### config.mk
export PLATFORM = sky130hd
export DESIGN_NAME = nukv_row_packer
export DESIGN_NICKNAME = d
export VERILOG_FILES = /design/src/rtl/nukv_row_packer.sv
export SDC_FILE = /design/constraint.sdc
export NUM_CORES = 2
export LEC_CHECK = 0
export ABC_AREA = 0
export BUFFER_PORTS_ARGS = -buffer_cell sky130_fd_sc_hd__buf_2
export CAP_MARGIN = 30
export CORE_MARGIN = 5
export CORE_UTILIZATION = 35
export DETAILED_ROUTE_END_ITERATION = 8
export GPL_TIMING_DRIVEN = 0
export HOLD_SLACK_MARGIN = 0.08
export SETUP_SLACK_MARGIN = 0.5
export SYNTH_ARGS = -nofsm -noshare
export SYNTH_HDL_FRONTEND = slang
export SYNTH_SLANG_ARGS = --single-unit
### constraint.sdc
create_clock -name clk -period 1.65 [get_ports clk]
set_input_delay 0.0825 -clock clk [delete_from_list [all_inputs] [get_ports clk]]
set_output_delay 0.0825 -clock clk [all_outputs]
set_load 0.01 [all_outputs]
### src/rtl/nukv_row_packer.sv
// Packs rotated row vectors into memory words, each value optionally preceded by a size header word.
// Build option: define NUKV_PACKER_HDR_EN to emit the per-value header word.
module nukv_row_packer #(
    parameter int MEMORY_WIDTH        = 512,
    parameter int COL_COUNT           = 3,
    parameter int COL_WIDTH           = 64,
    parameter int VALUE_SIZE_BYTES_NO = 2,
    localparam int HDR_W  = 8 * VALUE_SIZE_BYTES_NO,
    localparam int ROW_W  = COL_COUNT * COL_WIDTH,
    localparam int RPW    = MEMORY_WIDTH / ROW_W,
    localparam int SLOT_W = (RPW > 1) ? $clog2(RPW) : 1
) (
    input  logic                    clk,
    input  logic                    rst,
    input  logic [HDR_W-1:0]        value_size_data,
    input  logic [ROW_W-1:0]        input_data,
    input  logic                    input_valid,
    input  logic                    input_last,
    output logic                    input_ready,
    output logic [MEMORY_WIDTH-1:0] output_data,
    output logic                    output_valid,
    output logic                    output_last,
    input  logic                    output_ready
);

    localparam logic [0:0] S_HDR  = 1'b0;
    localparam logic [0:0] S_PACK = 1'b1;
`ifdef NUKV_PACKER_HDR_EN
    localparam logic [0:0] S_START = S_HDR;
`else
    localparam logic [0:0] S_START = S_PACK;
    logic unused_size;
    assign unused_size = ^value_size_data;
`endif

    logic [0:0]                  state;
    logic [SLOT_W-1:0]           slot;
    logic [RPW-1:0][ROW_W-1:0]   acc;
    logic [RPW-1:0][ROW_W-1:0]   merged;
    logic                        reg_free;
    logic                        completing;
    logic                        accept;

    assign reg_free   = !output_valid || output_ready;
    assign completing = (slot == SLOT_W'(RPW - 1)) || input_last;
    // Non-completing rows only touch the accumulator, so they never wait on the output register.
    assign input_ready = (state == S_PACK) && (!completing || reg_free);
    assign accept      = input_valid && input_ready;

    always_comb begin
        merged       = acc;
        merged[slot] = input_data;
    end

    always_ff @(posedge clk) begin
        if (rst) begin
            state        <= S_START;
            slot         <= '0;
            acc          <= '0;
            output_data  <= '0;
            output_valid <= 1'b0;
            output_last  <= 1'b0;
        end else begin
            if (reg_free)
                output_valid <= 1'b0;

            if (state == S_HDR) begin
`ifdef NUKV_PACKER_HDR_EN
                // The row stays on the input; it is consumed from S_PACK next cycle.
                if (input_valid && reg_free) begin
                    output_data  <= MEMORY_WIDTH'(value_size_data);
                    output_valid <= 1'b1;
                    output_last  <= 1'b0;
                    state        <= S_PACK;
                end
`endif
            end else if (accept) begin
                if (completing) begin
                    output_data  <= MEMORY_WIDTH'(merged);
                    output_valid <= 1'b1;
                    output_last  <= input_last;
                    acc          <= '0;
                    slot         <= '0;
`ifdef NUKV_PACKER_HDR_EN
                    if (input_last)
                        state <= S_HDR;
`endif
                end else begin
                    acc  <= merged;
                    slot <= slot + SLOT_W'(1);
                end
            end
        end
    end

endmodule

# Word-level counts from Yosys, hierarchy flattened
# Index checks and enable logic that the tools add are counted.
# word_totals
register_bits	771
latch_bits	0
ramBits	0
rom_bits	0
input_bits	213
output_inout_bits	515
wordCells	25
n_memories	0
# op_classes
n_addsub	1
n_mul	0
div_mod_pow	0
magnitude_cmp	2
eq_ne	0
n_shift	0
n_mux	8
bitwise	0
n_reduce_logical	8
# op_table
operator	n
$bwmux W384	1
$mux W384	1
$demux W192 S1	1
$mux W192	1
$mux W1	4
$logic_or A1 B1 Y1	3
$logic_and A1 B1 Y1	2
$logic_not A1 Y1	2
$lt A1 B2 Y1 const B	1
$reduce_and A2 Y1	1
$add A1 B1 Y1 const B	1
$ge A1 B1 Y1 const B	1

# Depth between registers and ports, before layout
# depth
word_depth	6
ltp_mapped	7
ltp_nobuf	3

# Worst setup path before layout
# OpenSTA, ideal clock, no wires.
# synth_timing
path_kind	register to register
startpoint	reg slot
endpoint	reg output_data[354]
setup_ns	0.138
arrival_ns	1.391
required_time_ns	1.512
slack_ns	0.122
stages_incl_launch_ff	7
path_buffers	3
synth_period_minus_slack_ns	1.528
path_cell_list	dfxtp_1 buf_2 nor2_1 nor3_2 buf_2 buf_1 a211oi_1
# synth_between
elab_chain_len	5
word_cells_on_any_way	11
classes_between	order compare (2); mux (3); reduce/logical (6)
# synth_lines
element	line	text
start, declared	37	logic [SLOT_W-1:0] slot;
start signal, assigned	90	slot <= slot + SLOT_W'(1);
$lt A1 B2 Y1 (not written as such), or another cell as far along	52	merged[slot] = input_data;
$logic_and A1 B1 Y1 (not written as such) or $logic_not A1 Y1 (tied branches)	52, 47	
$mux W192 (not written as such) or $logic_or A1 B1 Y1 (tied branches)	52, 47	
$demux W192 S1 or $logic_and A1 B1 Y1 (tied branches)	52, 48	
$bwmux W384 or $reduce_and A2 Y1 (tied branches)	--	
end signal, assigned	79	output_data <= MEMORY_WIDTH'(merged);
end, declared	20	output logic [MEMORY_WIDTH-1:0] output_data,
# Parallel ways exist; a longest one is shown, timed or not.
# A chain may end at the register's enable or synchronous reset.

# Worst setup path in the final report
# layout_timing
startpoint	reg slot
endpoint	reg acc[301] (netlist name)
# layout_between
elab_chain_len	6
word_cells_on_any_way	11
classes_between	order compare (2); mux (4); reduce/logical (5)
# layout_lines
element	line	text
$lt A1 B2 Y1 (not written as such) or $ge A1 B1 Y1 (tied branches)	52	
$logic_and A1 B1 Y1 (not written as such)	52	
$mux W192 (not written as such)	52	
$demux W192 S1	52	
$bwmux W384	52	
$mux W384	78	if (completing) begin
end signal, assigned	89	acc <= merged;
end, declared	38	logic [RPW-1:0][ROW_W-1:0] acc;
# Parallel ways exist; a longest one is shown, timed or not.

==> run summary <==
Outcome -> finished, violations left
Violated checks -> negative hold slack, negative setup slack
WL final -> 122,000 um
Critical setup path kind -> flip-flop to flip-flop
Worst-path clk slew -> 0.06 ns
Slew @ Worst Pin -> 0.934 ns
Root Driver -> clkbuf_16
Htree depth -> 3
Final Max Slew Viols -> 0
Crit Path Max Fanout -> 9
Internal Pwr Total -> 0.0349 W
Worst hold slack -> -0.124 ns
Final #Nets -> 4,058
Critical-path cell list -> buf_12, or2_4, buf_12, buf_4, a31oi_4, buf_12, buf_16, clkbuf_16, and2_1
Via Count -> 27,000
Die Y -> 304 um
First-pass GRT wire length -> 175,000 um
Synth warn -> 0
Final Hold Viols -> 3
Port buffer count -> 583
Die Width -> 304 um
Switch Pwr -> 0.0129 W
Area of the mapped netlist -> 0.0302 mm2
Leakage -> 17.3 nW
Startpoint types -> flip-flop
Metal-1 WL -> 50,800 um
CP max stage delay -> 0.32 ns
Maxcap violations -> 0
Placed Area -> 0.0359 mm2
Cell Rows -> 107
CP Data Required Time -> 2.22 ns
Sw Share -> 27.1%
Combinational power share -> 15.7%
Clk_lat worst skew -> 0.63 ns
P per Cell Area -> 1120 mW/mm2
Hold_sp -> output_ready
Largest net degree at the start of global routing -> 14
Via count of the first global-routing pass -> 26,600
Initial antenna violation count -> 8
Die area -> 0.0924 mm2
Number of stages on the worst setup path -> 9
Ranking of synthesized cells by area -> dfxtp_1 (51%), mux2i_1 (13%), a211oi_1 (9.5%), a31oi_1 (7.9%), a32o_1 (6.4%)
Async set-reset flop share out of synthesis -> 0%
Final worst setup slack -> -0.259 ns
Period utilization -> 116%
Fillers -> 7,818
Relative slew margins -> 37.7%
Worst Setup EP -> acc[301]
Yosys top cell area share -> 51.1%
Most common cell in the netlist -> dfxtp_1
Max layer used -> met5
Gpl congestion -> 0.835
WL met2 -> 59,300 um
Sequential area share after synthesis -> 51.1%
WL met3 -> 8410 um
Synthesized instance count -> 2,796
Drt pass-1 iters -> 5
R2r setup slk -> -0.26 ns
Main flop type after synthesis -> dfxtp_1
Reg2Reg Depth -> 9
Place WS -> -0.794 ns
Iteration-0 DRC Markers -> 1,809
Layout cells sized above 1 -> 30.7%
CP arrival -> 2.48 ns
I/O pins -> 728
RSZ-0062 raised after global routing -> yes
CTS Sinks -> 771
HPWL after DPL -> 86,700 um
Via density -> 5.33
Reg2Reg Capture Point -> acc[301]
Worst r2r src -> slot
Count of final setup violators -> 714
CTS tree -> yes
CTS Buffer Depth -> 3
Max Clk Rate -> 524 MHz
CTS buffer count -> 85
Cell taking the most area after synthesis -> dfxtp_1
Slowest stage cell, crit path -> dfxtp_2
Grt ovf -> 0
Worst min-delay path class -> input pin to flip-flop
DRC Markers -> 0
Crit-path leading delay family -> buffers and inverters
CP dominant cell by count -> buf_12
Sequential share of power -> 42.1%
WL/cell -> 24.1 um
Area grow syn2layout -> 41.8%
Initial cell density of the core -> 35.4%
Most frequent cells after synthesis -> dfxtp_1 (771), a211oi_1 (384), a31oi_1 (384), mux2i_1 (384)
Buf/Inv on CP -> 6
Final Skew -> 0.0303 ns
# hold bufs at CTS -> 194
Synth Register Bits -> 771
Design area -> 0.0429 mm2
Core area -> 0.0854 mm2
VDD IR max -> 957 uV
Post-synthesis average cell area -> 10.8 um2
Post-synth EDFFs -> 0
Clock network power share -> 42.2%
CP Launch Point -> slot
Post-layout min period -> 1.91 ns
Total track usage -> 24.1%
Setup crit end kind -> flip-flop
DRT antenna net count -> 0
Synth unique cells -> 26
==> sequential cells by signal, summed over array words and instances (netlist names) <==
name          cells
output_data     384
output_last       1
output_valid      1
acc             384
slot              1
==> cell type report <==
class | instances | area, um2 | area share [%]
timing repair buffer | 835 | 5990 | 14.0
sequential | 771 | 15400 | 36.0
antenna | 5 | 12.5 | 0.0292
clock buffer | 125 | 2480 | 5.78
tap | 1144 | 1430 | 3.34
multi-input combinational | 1680 | 13300 | 31.1
clock inverter | 31 | 510 | 1.19
inverter | 3 | 11.3 | 0.0263
buffer | 469 | 3660 | 8.53
==> power by group through the flow <==
| stage | registers, W | logic (W) | clock network, W |
|---|---|---|---|
| final | 0.0201 | 0.00751 | 0.0202 |
| after global routing | 0.0202 | 0.00801 | 0.0213 |
| after CTS | 0.0201 | 0.00687 | 0.0205 |
| after detailed placement | 0.0205 | 0.00636 | 0 |
| after global placement | 0.0205 | 0.00630 | 0 |
| after floorplan | 0.0207 | 0.00341 | 0 |
==> per-stage QoR <==
stage	setup TNS (ns)	std cells	total power, W	util, %
floorplan	0	2923	0.0241	-
global placement	-445.54	4650	0.0268	41.8
detailed placement	-312.20	4661	0.0268	42.0
CTS	-98.49	5020	0.0474	48.1
global route	-122.17	5062	0.0495	50.2
finish	-82.03	5063	0.0478	50.2
==> metal layers <==
metal / track usage, % / up-vias
li1: - / 12600
met3: 5.84 / 173
met2: 41.8 / 1003
met4: 6.76 / 2
met5: 0 / -
met1: 30.0 / 13200
==> logic make-up (layout without fill, tap and decap cells) <==
group                  count (synthesis)  after routing  share of synthesized area (%)
DFF                                  771            771                           51.1
buffers and inverters                472           1463                           8.07
AOI/OAI and AO/OA                    967            967                           24.0
muxes                                384            384                           12.7
and+or+nand+nor                      201            201                           4.15
other                                  1            133                         0.0124
==> worst register-to-register path, delay by kind of cell (launching register included) <==
family / cells / cell delay [ns]
DFF: 1 / 0.32
AOI/OAI and AO/OA: 1 / 0.19
buffers and inverters: 6 / 1.01
and+or+nand+nor: 2 / 0.34
==> worst min path at each step <==
| stage | cells after the start | to |
|---|---|---|
| after global routing | 3 | output_valid |
| after detailed placement | 2 | acc[54] |
| final | 3 | output_valid |
| after CTS | 3 | output_valid |
| after global placement | 2 | acc[44] |
| after floorplan | 1 | acc[0] |
==> placed cells by master, fill, tap and decap left out, types with 39 or more instances in the layout <==
cell and n:
a31oi_1 358, buf_6 39, buf_8 51, conb_1 128
mux2i_1 374, dfxtp_1 769, clkbuf_16 116, clkbuf_1 122
clkbuf_2 44, a211oi_1 369, buf_4 173, and2_1 192
buf_2 622, a32o_1 192, dlygate4sd3_1 194
==> what timing repair did <==
item / CTS / global route
cloned: 0 / 31
gates resized for setup: 70 / 238
setup endpoints to repair: 1158 / 1158
pin swaps: 3 / 16
hold endpoints to repair: 579 / 3
setup buffers: 9 / 7
No activity file was read; power rests on OpenSTA's default activity.
